===== src/rtl/gpu_pkg.sv =====
`default_nettype none
// ============================================================================
// Module      : gpu_pkg
// Description : Shared opcode/state encodings and opcode classification
//               helpers for the GPU command scheduler.
// Revision    : 1.0 - initial release
// ============================================================================
package gpu_pkg;

    // Host opcode space; only CLEAR..DRAW_LINE are executed by the decoder.
    typedef enum logic [3:0] {
        OP_CLEAR       = 4'd0,
        OP_SET_XY1     = 4'd1,
        OP_SET_XY2     = 4'd2,
        OP_SET_RADIUS  = 4'd3,
        OP_DRAW_LINE   = 4'd4,
        OP_DRAW_CIRCLE = 4'd5,
        OP_FILL_RECT   = 4'd6,
        OP_DRAW_ARC    = 4'd7
    } gpu_opcode_t;

    // Scheduler FSM states.
    typedef enum logic [2:0] {
        INIT      = 3'd0,
        IDLE      = 3'd1,
        ISSUE     = 3'd2,
        WAIT_DRAW = 3'd3,
        RELEASE   = 3'd4,
        SETTLE    = 3'd5
    } sched_state_t;

    // Opcodes are passed zero-extended so the helpers work for any OP_W.
    function automatic logic is_supported_op(input logic [31:0] op);
        return (op <= 32'(OP_DRAW_LINE));
    endfunction

    function automatic logic is_draw_op(input logic [31:0] op);
        return (op == 32'(OP_DRAW_LINE));
    endfunction

endpackage
`default_nettype wire


===== src/rtl/gpu_cmd_fifo.sv =====
`default_nettype none
// ============================================================================
// Module      : gpu_cmd_fifo
// Description : Show-ahead synchronous FIFO holding opcode/parameter words
//               between the host interface and the scheduler FSM.
// Revision    : 1.0 - initial release
// ============================================================================
module gpu_cmd_fifo
    import gpu_pkg::*;
#(
    parameter int DEPTH = 8,
    parameter int WIDTH = 29
) (
    input  logic                       clk,
    input  logic                       n_rst,
    input  logic                       i_push,
    input  logic                       i_pop,
    input  logic                       i_flush,
    input  logic [WIDTH-1:0]           i_wdata,
    output logic                       o_full,
    output logic                       o_empty,
    output logic [$clog2(DEPTH):0]     o_count,
    output logic [WIDTH-1:0]           o_head
);

    localparam int c_AW = (DEPTH > 1) ? $clog2(DEPTH) : 1;
    localparam logic [c_AW-1:0] c_PTR_ONE = c_AW'(1);
    localparam logic [c_AW:0]   c_CNT_ONE = (c_AW + 1)'(1);
    localparam logic [c_AW:0]   c_CNT_MAX = (c_AW + 1)'(DEPTH);

    logic [WIDTH-1:0] r_mem [DEPTH];
    logic [c_AW-1:0]  r_wr_ptr;
    logic [c_AW-1:0]  r_rd_ptr;
    logic [c_AW:0]    r_count;
    logic             w_do_push;
    logic             w_do_pop;

    // Flush wins over both push and pop in the same cycle.
    assign w_do_push = i_push && !o_full  && !i_flush;
    assign w_do_pop  = i_pop  && !o_empty && !i_flush;

    assign o_full  = (r_count == c_CNT_MAX);
    assign o_empty = (r_count == '0);
    assign o_count = r_count;
    assign o_head  = r_mem[r_rd_ptr];

    // Storage array; contents need no reset since count gates visibility.
    always_ff @(posedge clk) begin
        if (w_do_push) begin
            r_mem[r_wr_ptr] <= i_wdata;
        end
    end

    // Pointers wrap naturally modulo the power-of-two depth.
    always_ff @(posedge clk or negedge n_rst) begin
        if (!n_rst) begin
            r_wr_ptr <= '0;
            r_rd_ptr <= '0;
            r_count  <= '0;
        end else if (i_flush) begin
            r_wr_ptr <= '0;
            r_rd_ptr <= '0;
            r_count  <= '0;
        end else begin
            if (w_do_push) begin
                r_wr_ptr <= r_wr_ptr + c_PTR_ONE;
            end
            if (w_do_pop) begin
                r_rd_ptr <= r_rd_ptr + c_PTR_ONE;
            end
            case ({w_do_push, w_do_pop})
                2'b10:   r_count <= r_count + c_CNT_ONE;
                2'b01:   r_count <= r_count - c_CNT_ONE;
                default: r_count <= r_count;
            endcase
        end
    end

endmodule
`default_nettype wire


===== src/rtl/gpu_cmd_scheduler.sv =====
`default_nettype none
// ============================================================================
// Module      : gpu_cmd_scheduler
// Description : Buffers host commands and issues them to the GPU command
//               decoder one at a time, handshaking draw completion with the
//               rasterizer and covering the decoder's restart cycle.
// Revision    : 1.0 - initial release
// ============================================================================
module gpu_cmd_scheduler
    import gpu_pkg::*;
#(
    parameter int FIFO_DEPTH     = 8,
    parameter int OP_W           = 4,
    parameter int PARAM_W        = 25,
    parameter int TIMEOUT_CYCLES = 65535
) (
    input  logic                          clk,
    input  logic                          n_rst,
    input  logic                          cmd_valid_i,
    output logic                          cmd_ready_o,
    input  logic [OP_W-1:0]               cmd_opcode_i,
    input  logic [PARAM_W-1:0]            cmd_params_i,
    input  logic                          flush_i,
    input  logic                          draw_done_i,
    output logic [OP_W-1:0]               opcode_o,
    output logic [PARAM_W-1:0]            parameters_o,
    output logic                          command_o,
    output logic                          finished_o,
    output logic                          busy_o,
    output logic [$clog2(FIFO_DEPTH):0]   fifo_count_o,
    output logic                          err_opcode_o,
    output logic                          timeout_o
);

    localparam int c_DATA_W = OP_W + PARAM_W;
    localparam int c_TMO_W  = (TIMEOUT_CYCLES > 1) ? $clog2(TIMEOUT_CYCLES) : 1;

    sched_state_t         r_state;
    sched_state_t         w_state_nxt;

    logic [c_DATA_W-1:0]  w_head;
    logic [OP_W-1:0]      w_head_op;
    logic [PARAM_W-1:0]   w_head_par;
    logic                 w_full;
    logic                 w_empty;
    logic                 w_push;
    logic                 w_pop;

    logic [OP_W-1:0]      r_opcode;
    logic [PARAM_W-1:0]   r_params;
    logic                 r_err_opcode;
    logic                 r_timeout;
    logic [c_TMO_W-1:0]   r_tmo_cnt;
    logic [31:0]          w_cnt_inc;
    logic                 w_tmo_hit;

    logic                 w_command;
    logic                 w_finished;
    logic                 w_drop;
    logic                 w_tmo_set;
    logic                 w_cnt_clr;

    // Ready is a pure function of occupancy; a same-cycle pop never helps.
    assign cmd_ready_o = !w_full;
    assign w_push      = cmd_valid_i && !w_full && !flush_i;

    assign w_head_op   = w_head[c_DATA_W-1:PARAM_W];
    assign w_head_par  = w_head[PARAM_W-1:0];

    gpu_cmd_fifo #(
        .DEPTH (FIFO_DEPTH),
        .WIDTH (c_DATA_W)
    ) u_fifo (
        .clk     (clk),
        .n_rst   (n_rst),
        .i_push  (w_push),
        .i_pop   (w_pop),
        .i_flush (flush_i),
        .i_wdata ({cmd_opcode_i, cmd_params_i}),
        .o_full  (w_full),
        .o_empty (w_empty),
        .o_count (fifo_count_o),
        .o_head  (w_head)
    );

    // The timeout fires in the WAIT_DRAW cycle whose increment reaches
    // TIMEOUT_CYCLES-1, so RELEASE lands TIMEOUT_CYCLES cycles after ISSUE.
    assign w_cnt_inc = 32'(r_tmo_cnt) + 32'd1;
    assign w_tmo_hit = (TIMEOUT_CYCLES != 0) &&
                       (w_cnt_inc >= (32'(TIMEOUT_CYCLES) - 32'd1));

    // State register; reset drops any in-flight command.
    always_ff @(posedge clk or negedge n_rst) begin
        if (!n_rst) begin
            r_state <= INIT;
        end else begin
            r_state <= w_state_nxt;
        end
    end

    // Next-state and per-state strobes.
    always_comb begin
        w_state_nxt = r_state;
        w_pop       = 1'b0;
        w_drop      = 1'b0;
        w_tmo_set   = 1'b0;
        w_cnt_clr   = 1'b0;
        w_command   = 1'b0;
        w_finished  = 1'b0;
        case (r_state)
            INIT: begin
                w_state_nxt = IDLE;
            end
            IDLE: begin
                if (!w_empty && !flush_i) begin
                    w_pop = 1'b1;
                    if (is_supported_op(32'(w_head_op))) begin
                        w_state_nxt = ISSUE;
                    end else begin
                        w_drop = 1'b1;
                    end
                end
            end
            ISSUE: begin
                w_command = 1'b1;
                if (is_draw_op(32'(r_opcode))) begin
                    w_state_nxt = WAIT_DRAW;
                    w_cnt_clr   = 1'b1;
                end else begin
                    w_state_nxt = IDLE;
                end
            end
            WAIT_DRAW: begin
                if (draw_done_i) begin
                    w_state_nxt = RELEASE;
                end else if (w_tmo_hit) begin
                    w_state_nxt = RELEASE;
                    w_tmo_set   = 1'b1;
                end
            end
            RELEASE: begin
                w_finished  = 1'b1;
                w_state_nxt = SETTLE;
            end
            SETTLE: begin
                w_state_nxt = IDLE;
            end
            default: begin
                w_state_nxt = INIT;
            end
        endcase
    end

    // Every pop (supported or not) updates the decoder-facing registers.
    always_ff @(posedge clk or negedge n_rst) begin
        if (!n_rst) begin
            r_opcode <= '0;
            r_params <= '0;
        end else if (w_pop) begin
            r_opcode <= w_head_op;
            r_params <= w_head_par;
        end
    end

    // Draw timeout counter, cleared on the way into WAIT_DRAW.
    always_ff @(posedge clk or negedge n_rst) begin
        if (!n_rst) begin
            r_tmo_cnt <= '0;
        end else if (w_cnt_clr) begin
            r_tmo_cnt <= '0;
        end else if (r_state == WAIT_DRAW) begin
            r_tmo_cnt <= w_cnt_inc[c_TMO_W-1:0];
        end
    end

    // Sticky error flags, cleared only by reset.
    always_ff @(posedge clk or negedge n_rst) begin
        if (!n_rst) begin
            r_err_opcode <= 1'b0;
            r_timeout    <= 1'b0;
        end else begin
            if (w_drop) begin
                r_err_opcode <= 1'b1;
            end
            if (w_tmo_set) begin
                r_timeout <= 1'b1;
            end
        end
    end

    assign opcode_o     = r_opcode;
    assign parameters_o = r_params;
    assign command_o    = w_command;
    assign finished_o   = w_finished;
    assign err_opcode_o = r_err_opcode;
    assign timeout_o    = r_timeout;
    // INIT is treated as quiescent so busy_o is low coming out of reset.
    assign busy_o       = ((r_state != IDLE) && (r_state != INIT)) || !w_empty;

endmodule
`default_nettype wire


===== config.mk =====
export PLATFORM = sky130hd
export DESIGN_NAME = gpu_cmd_scheduler
export DESIGN_NICKNAME = d
export VERILOG_FILES = /design/src/rtl/gpu_pkg.sv /design/src/rtl/gpu_cmd_fifo.sv /design/src/rtl/gpu_cmd_scheduler.sv
export SDC_FILE = /design/constraint.sdc
export NUM_CORES = 1
export LEC_CHECK = 0
export ABC_AREA = 1
export CAP_MARGIN = 15
export CORE_UTILIZATION = 50
export DETAILED_ROUTE_END_ITERATION = 16
export HOLD_SLACK_MARGIN = 0.02
export PLACE_DENSITY = 0.71
export SLEW_MARGIN = 20
export SYNTH_ARGS = -nofsm -noshare
export SYNTH_HDL_FRONTEND = slang
export SYNTH_SLANG_ARGS = --single-unit

===== constraint.sdc =====
create_clock -name clk -period 5.7 [get_ports clk]
set_input_delay 1.14 -clock clk [delete_from_list [all_inputs] [get_ports clk]]
set_output_delay 1.14 -clock clk [all_outputs]
set_load 0.05 [all_outputs]

==> impl_metrics.ini, run 1 <==
[sta]
max_freq_mhz = 229
slew_headroom = 0.266
fin_crit_sh = 0.765
clock_skew_ns = 0.00783
drv_slew = 0
setup_viol = 0
hold_viol_final = 0
period_minus_slack_ns = 4.36
worstMarginPinSlew_ns = 1.10
layout_setup_ws_ns = 1.34
rsz0062_at_grt = no
holdWs_ns = 0.463
finalSetupTns_ns = 0

[floorplan]
design.core.area_um2 = 22900
dieWidth_um = 156
floorplan.die_area_um2 = 24200
die_h_um = 156
ioPinCount = 73
start_util = 0.515
num_rows = 55

[clock_tree]
cts_tree = built
numCtsBuffers = 29
cts_setup_buffers = 0
postCtsHoldBufs = 0
clk_latency_ns = 0.55
root_buffer = clkbuf_16
cts_resized = 0
cts.clk_slew.worst_paths_ns = 0.06
clock-sinks = 292
htree_levels = 1
clockBufferDepth = 3

[pwr]
internal_power_w = 0.00426
p_sw_frac = 0.348
pwr-share-comb = 0.288
power_switching_w = 0.00227
vdd_drop_max_v = 0.000290
pwr-share-clk = 0.307
seq_power_share = 0.405
power_density_nw_per_um2 = 471
cellLeakagePower_nw = 4.92

[drt]
via_per_inst = 5.59
firstDrtPassIters = 5
wl_mm = 25.3
ant_nets = 0
num_vias = 7630
drc = 0
drt_iter0_drc = 596
post_drt_wl_per_cell_um = 18.6

[global_routing]
grt_antenna_before_repair = 0
grt_max_degree = 108
grt.total_usage = 0.215
grt_pass1_vias = 7524
grt_overflow_total = 0
grt_pass1_wl_mm = 40.1

[logic_synthesis]
synth_edf_count = 232
synth_cells = 969
ys_seq_area_frac = 0.717
ys_ff_latch = 292
ys_top_cells_by_area = edfxtp_1 59%, dfrtp_1 13%, o21ai_0 5.7%
yosysWarnings = 0
synth_most_common_cell = edfxtp_1
avgSynthCellArea_um2 = 12.2
synth_top_area_frac = 0.590
synthFlopType = edfxtp_1
synth_nets = 1010
synthTopCellsByCount = 232 x edfxtp_1, 153 x nor2_1, 134 x o21ai_0
async_flop_share = 0.205
ys_types = 36
yosysTopAreaCell = edfxtp_1
synth.cell_area_um2 = 11800

[cells_and_area]
syn_to_final_growth_pct = 17.3
layout-drive-gt1-share = 0.0866
diodes = 0
fin_nets = 1069

[setup_path]
path_class = in -> reg
r2r_slack_ns = 1.72
worstPathArrival_ns = 4.79
reg2reg_from = r_state[2]$_DFFE_PN0P_
startpoint_type = input port
cp.required_ns = 6.13
reg2reg_to = u_fifo.o_count[3]$_DFFE_PN0P_
crit_path_end_kind = flip-flop
cp_max_fo = 35
reg2regPathDepth = 13

[job]
drv_cap = 0

[hold_path]
hold_depth = 1
hp-start = timeout_o$_DFFE_PN0P_
min_to = timeout_o$_DFFE_PN0P_
hold_path.class = reg -> reg

[place]
gp_congestion = 0.823
dp_hpwl_mm = 13.3
place_ws_ns = 0.784
portBuffers = 72

[run_status]
status = complete, no violations
==> metrics by stage <==
| stage | power (W) | util | std cells | area, um2 |
|---|---|---|---|---|
| 5_1_grt | 0.00684 | 0.605 | 1364 | 13900 |
| 6_report | 0.00653 | 0.605 | 1364 | 13900 |
| 3_5_place_dp | 0.00457 | 0.558 | 1308 | 12800 |
| 4_1_cts | 0.00657 | 0.603 | 1362 | 13800 |
| 3_3_place_gp | 0.00453 | 0.558 | 1308 | 12800 |
| 2_1_floorplan | 0.00399 | - | 969 | 11800 |
==> state kept, by name, indices dropped and copies added (netlist names) <==
register and count:
r_state 3, u_fifo.r_wr_ptr 3, opcode_o 4, r_tmo_cnt 16, timeout_o 1, u_fifo.o_count 4
u_fifo.r_mem 232, err_opcode_o 1, parameters_o 25, u_fifo.r_rd_ptr 3
==> how the worst max path moves through the flow <==
stage          cells past startpoint                     startpoint                       endpoint
2_1_floorplan                      6  u_fifo.o_count[0]$_DFFE_PN0P_   u_fifo.r_mem[0][0]$_DFFE_PP_
3_3_place_gp                      12                        flush_i  u_fifo.o_count[3]$_DFFE_PN0P_
3_5_place_dp                      12                        flush_i  u_fifo.o_count[3]$_DFFE_PN0P_
4_1_cts                           12                        flush_i  u_fifo.o_count[3]$_DFFE_PN0P_
5_1_grt                           12                        flush_i  u_fifo.o_count[3]$_DFFE_PN0P_
6_report                          12                        flush_i  u_fifo.o_count[3]$_DFFE_PN0P_
==> kinds of logic (layout without fill, tap and decap cells) <==
family / after synthesis / after routing / share of synthesized area
fa+ha+maj: 7 / 7 / 0.00805
simple gates: 355 / 355 / 0.128
buf+inv: 91 / 173 / 0.0326
flops: 292 / 292 / 0.717
compound gates: 219 / 219 / 0.111
xor+xnor: 5 / 5 / 0.00371
==> cell usage in the layout, fill, tap and decap left out, types with 6 or more instances in the layout <==
cell,instances
clkdlybuf4s50_1,71
dfrtp_1,59
nor2_1,145
nor2_2,7
nand2_1,130
o22ai_1,21
nand2_2,6
o21ai_0,134
nand3_1,39
o221ai_1,42
inv_1,35
clkinv_2,6
o21ai_1,6
clkbuf_16,29
nor2_4,10
ha_1,6
o211ai_1,9
edfxtp_1,232
==> layout make-up <==
class,instances,area [um2]
Clock inverter,17,234
Inverter,40,151
Multi-Input combinational cell,586,3020
Tap cell,313,392
Clock buffer,37,786
Sequential cell,292,8470
Timing Repair Buffer,79,801
Fill cell,1800,9060
==> worst max-delay path, stage by stage <==
cell and delay, ns:
clkdlybuf4s50_1 0.46, inv_1 0.18, nand3_2 0.77, inv_2 0.96, nand2_2 0.20, inv_1 0.17, ha_1 0.28, a21oi_1 0.15
nand2_1 0.08, xor2_1 0.16, xor2_1 0.16, o22ai_1 0.08
==> per-layer routing <==
metal | up-vias | GRT usage | routed length [um]
met4 | 0 | 0.0649 | 476
met5 | - | 0 | 0
li1 | 3617 | - | -
met2 | 255 | 0.357 | 12400
met3 | 34 | 0.0281 | 1540
met1 | 3724 | 0.297 | 11000
==> power by group through the flow <==
stage / registers, W / clock network (W) / logic [W]
after floorplan: 0.00302 / 0 / 0.000970
after CTS: 0.00265 / 0.00203 / 0.00190
after global placement: 0.00268 / 0 / 0.00185
final: 0.00264 / 0.00201 / 0.00188
after global routing: 0.00267 / 0.00211 / 0.00206
after detailed placement: 0.00268 / 0 / 0.00189
Power figures use the tool's default switching activity.
==> inputs of run 2 (changes only) <==
Settings changed: PLACE_DENSITY 0.71 to 0.74.
Clock period 5.7 ns to 3.82 ns, I/O delays scaled along.
==> impl_metrics.ini, run 2 (synthesis gave the netlist of run 1 again) <==
[run_status]
status = complete, no violations

[sta]
finalSetupTns_ns = 0
period_minus_slack_ns = 2.95
layout_setup_ws_ns = 0.867
max_freq_mhz = 339
slew_headroom = 0.364
drv_slew = 0
clock_skew_ns = 0.0219
setup_viol = 0
worstMarginPinSlew_ns = 0.953
hold_viol_final = 0
rsz0062_at_grt = no
fin_crit_sh = 0.773

[global_routing]
grt_antenna_before_repair = 0
grt_max_degree = 93
grt_pass1_wl_mm = 40.7
grt_overflow_total = 0
grt_pass1_vias = 7756
grt.total_usage = 0.218

[setup_path]
reg2reg_from = u_fifo.r_rd_ptr[0]$_DFFE_PN0P_
path_class = reg -> out
startpoint_type = flip-flop
worstPathArrival_ns = 2.19
critPathMaxStageDelay_ns = 0.70
cp.required_ns = 3.06
crit_chain = nor2_1 -> nand3_1 -> nand3b_1 -> clkdlybuf4s50_1
cp_top_family = buffers and inverters
crit_path_end_kind = primary output
slowest_stage = clkdlybuf4s50_1
crit_buf_inv = 1
cp-startpoint = u_fifo.o_count[0]$_DFFE_PN0P_
cp_max_fo = 6

[floorplan]
num_rows = 55
dieWidth_um = 156
start_util = 0.515
floorplan.die_area_um2 = 24200
die_h_um = 156
ioPinCount = 73
design.core.area_um2 = 22900

[place]
portBuffers = 72
gp_congestion = 0.820
dp_hpwl_mm = 14.5
place_ws_ns = 0.929
placed_area_um2 = 12900

[clock_tree]
cts.clk_slew.worst_paths_ns = 0.06
cts_resized = 0
numCtsBuffers = 29
clockBufferDepth = 3
htree_levels = 1
clock-sinks = 292
cts_setup_buffers = 0
clk_latency_ns = 0.56
cts_tree = built
root_buffer = clkbuf_16
postCtsHoldBufs = 0

[cells_and_area]
final_cell_mix = 232 x edfxtp_1, 145 x nor2_1, 134 x o21ai_0
largest_register_ffs = 232
layout-drive-gt1-share = 0.0987
seqCellArea_um2 = 8470
fillers = 1731
fin_nets = 1082
top_register = u_fifo.r_mem
syn_to_final_growth_pct = 17.9
final_common_cell = edfxtp_1
diodes = 0
multiInputGateArea_um2 = 3020
fin_area_um2 = 13900

[pwr]
cellLeakagePower_nw = 4.98
finalPower_w = 0.00976
vdd_drop_max_v = 0.000500
power_density_nw_per_um2 = 701

[drt]
via_per_inst = 5.68
wl_mm = 25.7
ant_nets = 0
num_vias = 7819
post_drt_wl_per_cell_um = 18.7
firstDrtPassIters = 5
drc = 0
drt_iter0_drc = 798

[hold_path]
hold_path.class = in -> async

[job]
drv_cap = 0
==> run 2: cell count changes in the layout (fill, tap and decap cells not counted), moves of 2 or more <==
| cell | before | now |
|---|---|---|
| clkinvlp_4 | 1 | 4 |
| buf_4 | 5 | 20 |
| clkbuf_8 | 3 | 0 |
| clkinv_2 | 6 | 8 |
| clkbuf_1 | 5 | 3 |
==> run 2: worst reg2reg max path, cell delays in order, from the launching register on <==
cell	delay, ns
dfrtp_2	0.70
buf_4	0.82
nor2_1	0.19
nor2_1	0.13
o21ai_0	0.11
nand3_1	0.11
nand2_1	0.08
nand2_1	0.06
nand2_1	0.05
nand2_1	0.12
o21ai_2	0.08
nand2_2	0.08
nor2_2	0.03
==> run 2: final timing paths <==
check | slack, ns | to | cells after the start
hold reg to reg | 0.48 | timeout_o$_DFFE_PN0P_ | 1
hold / removal | 0.24 | r_tmo_cnt[11]$_DFFE_PN0P_ | 1
setup reg to reg | 1.14 | r_state[2]$_DFFE_PN0P_ | 12
setup / recovery | 0.87 | busy_o | 4
min in group clk | 0.48 | timeout_o$_DFFE_PN0P_ | 1
max in group asynchronous | 2.85 | u_fifo.r_rd_ptr[0]$_DFFE_PN0P_ | 2
==> run 2: cell type report <==
| class | instances | area share |
|---|---|---|
| Clock inverter | 22 | 0.0201 |
| Tap cell | 313 | 0.0281 |
| Multi-Input combinational cell | 586 | 0.217 |
| Clock buffer | 32 | 0.0529 |
| Inverter | 40 | 0.0109 |
| Sequential cell | 292 | 0.608 |
| Timing Repair Buffer | 92 | 0.0632 |
==> run 2: stage by stage <==
| stage | std cells | utilization | hold slack (ns) |
|---|---|---|---|
| floorplan | 969 | - | 0.468 |
| global placement | 1323 | 0.563 | 0.466 |
| detailed placement | 1323 | 0.563 | 0.465 |
| CTS | 1377 | 0.608 | 0.262 |
| global route | 1377 | 0.608 | 0.293 |
| finish | 1377 | 0.608 | 0.245 |
==> run 2: layer usage <==
metal	up-vias	share of wire	track usage	wire [um]
li1	3640	-	-	-
met1	3875	0.43	0.297	11100
met2	266	0.49	0.367	12700
met3	38	0.058	0.0311	1500
met4	0	0.018	0.0574	458
met5	-	0	0	0
==> run 2: report_power, final <==
group / switching [W] / leakage (nW) / internal, W
registers: 0.000210 / 2.87 / 0.00372
clock network: 0.00119 / 0.490 / 0.00180
logic: 0.00199 / 1.62 / 0.000846
total: 0.00339 / 4.98 / 0.00637
==> inputs of run 3 (changes only) <==
Settings changed: PLACE_DENSITY 0.74 to 0.71.
Clock period 3.82 ns to 2.79 ns, I/O delays scaled along.
==> impl_metrics.ini, run 3 (synthesis gave the netlist of run 1 again) <==
[place]
gp_congestion = 0.829
place_ws_ns = 0.265
placed_cells = 1333
portBuffers = 72
dp_hpwl_mm = 15.1

[clock_tree]
cts.clk_slew.worst_paths_ns = 0.06
clk_latency_ns = 0.58
clock-sinks = 292
root_buffer = clkbuf_16
htree_levels = 1
clockBufferDepth = 3
cts_setup_buffers = 0
cts_tree = built
numCtsBuffers = 30

[sta]
fin_crit_sh = 0.956
rsz0062_at_grt = no
hold_viol_final = 0
clock_skew_ns = 0.0368
max_freq_mhz = 375
worstMarginPinSlew_ns = 0.661
finalSetupTns_ns = 0
slew_headroom = 0.559
drv_slew = 0
setup_viol = 0
layout_setup_ws_ns = 0.124
period_minus_slack_ns = 2.67

[hold_path]
hold_path.class = reg -> reg

[floorplan]
start_util = 0.515
dieWidth_um = 156
die_h_um = 156
ioPinCount = 73
num_rows = 55
floorplan.die_area_um2 = 24200
design.core.area_um2 = 22900

[cells_and_area]
final_common_cell = edfxtp_1
top_register = u_fifo.r_mem
fin_nets = 1094
diodes = 0
instances_no_fill = 1389
layout-drive-gt1-share = 0.108
syn_to_final_growth_pct = 18.7
largest_register_ffs = 232
post-route-util = 0.612
final_cell_mix = 232 x edfxtp_1, 145 x nor2_1, 134 x o21ai_0

[pwr]
seq_power_share = 0.404
power_switching_w = 0.00467
p_sw_frac = 0.352
finalPower_w = 0.0133
pwr-share-comb = 0.298
pwr-share-clk = 0.298
cellLeakagePower_nw = 5.06
power_density_nw_per_um2 = 946
internal_power_w = 0.00859
vdd_drop_max_v = 0.000522

[setup_path]
slowest_stage = clkdlybuf4s50_1
crit_chain = nor2_1 -> nand3_1 -> clkdlybuf4s50_1
cp.required_ns = 2.23
crit_buf_inv = 1
worstPathArrival_ns = 2.11
crit_path_end_kind = primary output
startpoint_type = flip-flop
cp_top_family = buffers and inverters
critPathMaxStageDelay_ns = 0.74
path_class = reg -> out
cp_max_fo = 6

[global_routing]
grt.total_usage = 0.218
grt_max_degree = 91
grt_antenna_before_repair = 0
grt_pass1_vias = 7829
grt_overflow_total = 0
grt_pass1_wl_mm = 40.8

[drt]
post_drt_wl_per_cell_um = 18.6
drt_iter0_drc = 662
num_vias = 7842
drc = 0
wl_mm = 25.8
ant_nets = 0
via_per_inst = 5.65
firstDrtPassIters = 5

[job]
drv_cap = 0

[run_status]
status = complete, no violations
-- run 3: cell count changes in the layout (fill, tap and decap cells not counted), moves of 2 or more --
cell,previous run,this run
bufinv_16,6,3
clkdlybuf4s50_1,71,69
clkinv_4,0,2
nor2_4,10,8
buf_12,1,5
buf_4,20,25
inv_6,0,2
clkinvlp_4,4,0
nor2_2,7,9
clkinv_2,8,10
-- run 3: repair_timing --
action,in CTS,in global routing
pin swaps,0,0
resized for setup,1,1
hold buffers,1,0
endpoints found under the hold margin,1,0
setup endpoints to repair,1,1
-- run 3: path summary, 6_finish.rpt --
kind | from | end | slack, ns | cells after the start
setup / recovery | u_fifo.o_count[0]$_DFFE_PN0P_ | cmd_ready_o | 0.12 | 3
hold / removal | timeout_o$_DFFE_PN0P_ | timeout_o$_DFFE_PN0P_ | 0.46 | 1
setup reg to reg | u_fifo.o_count[0]$_DFFE_PN0P_ | u_fifo.r_mem[6][17]$_DFFE_PP_ | 0.54 | 7
hold reg to reg | timeout_o$_DFFE_PN0P_ | timeout_o$_DFFE_PN0P_ | 0.46 | 1
max in group asynchronous | n_rst | parameters_o[7]$_DFFE_PN0N_ | 1.65 | 3
min in group asynchronous | n_rst | r_tmo_cnt[11]$_DFFE_PN0P_ | 0.54 | 2
-- run 3: through the flow --
stage | hold slack [ns] | area, um2
floorplan | 0.262 | 11800
global placement | 0.442 | 13000
detailed placement | 0.448 | 13000
CTS | 0.462 | 14000
global route | 0.487 | 14000
finish | 0.458 | 14000
-- run 3: layer usage --
metal	wire length, um	track usage	vias up
met5	0	0	-
met4	662	0.0752	0
met3	1670	0.0350	54
met2	12700	0.371	283
met1	10800	0.285	3841
li1	-	-	3664
-- run 3: power groups by stage --
stage	registers, W	logic (W)	clock network (W)
4_1_cts	0.00536	0.00398	0.00400
3_5_place_dp	0.00544	0.00396	0
3_3_place_gp	0.00543	0.00388	0
2_1_floorplan	0.00617	0.00199	0
6_report	0.00536	0.00396	0.00395
5_1_grt	0.00540	0.00433	0.00416
-- run 3: cell type report --
class                   instances  area (um2)
clock buffers                  35         779
clock inverters                20         211
fillers                      1738        8890
inverters                      40         151
multi-input cells             586        3010
flip-flops and latches        292        8470
well taps                     313         392
repair buffers                103        1010
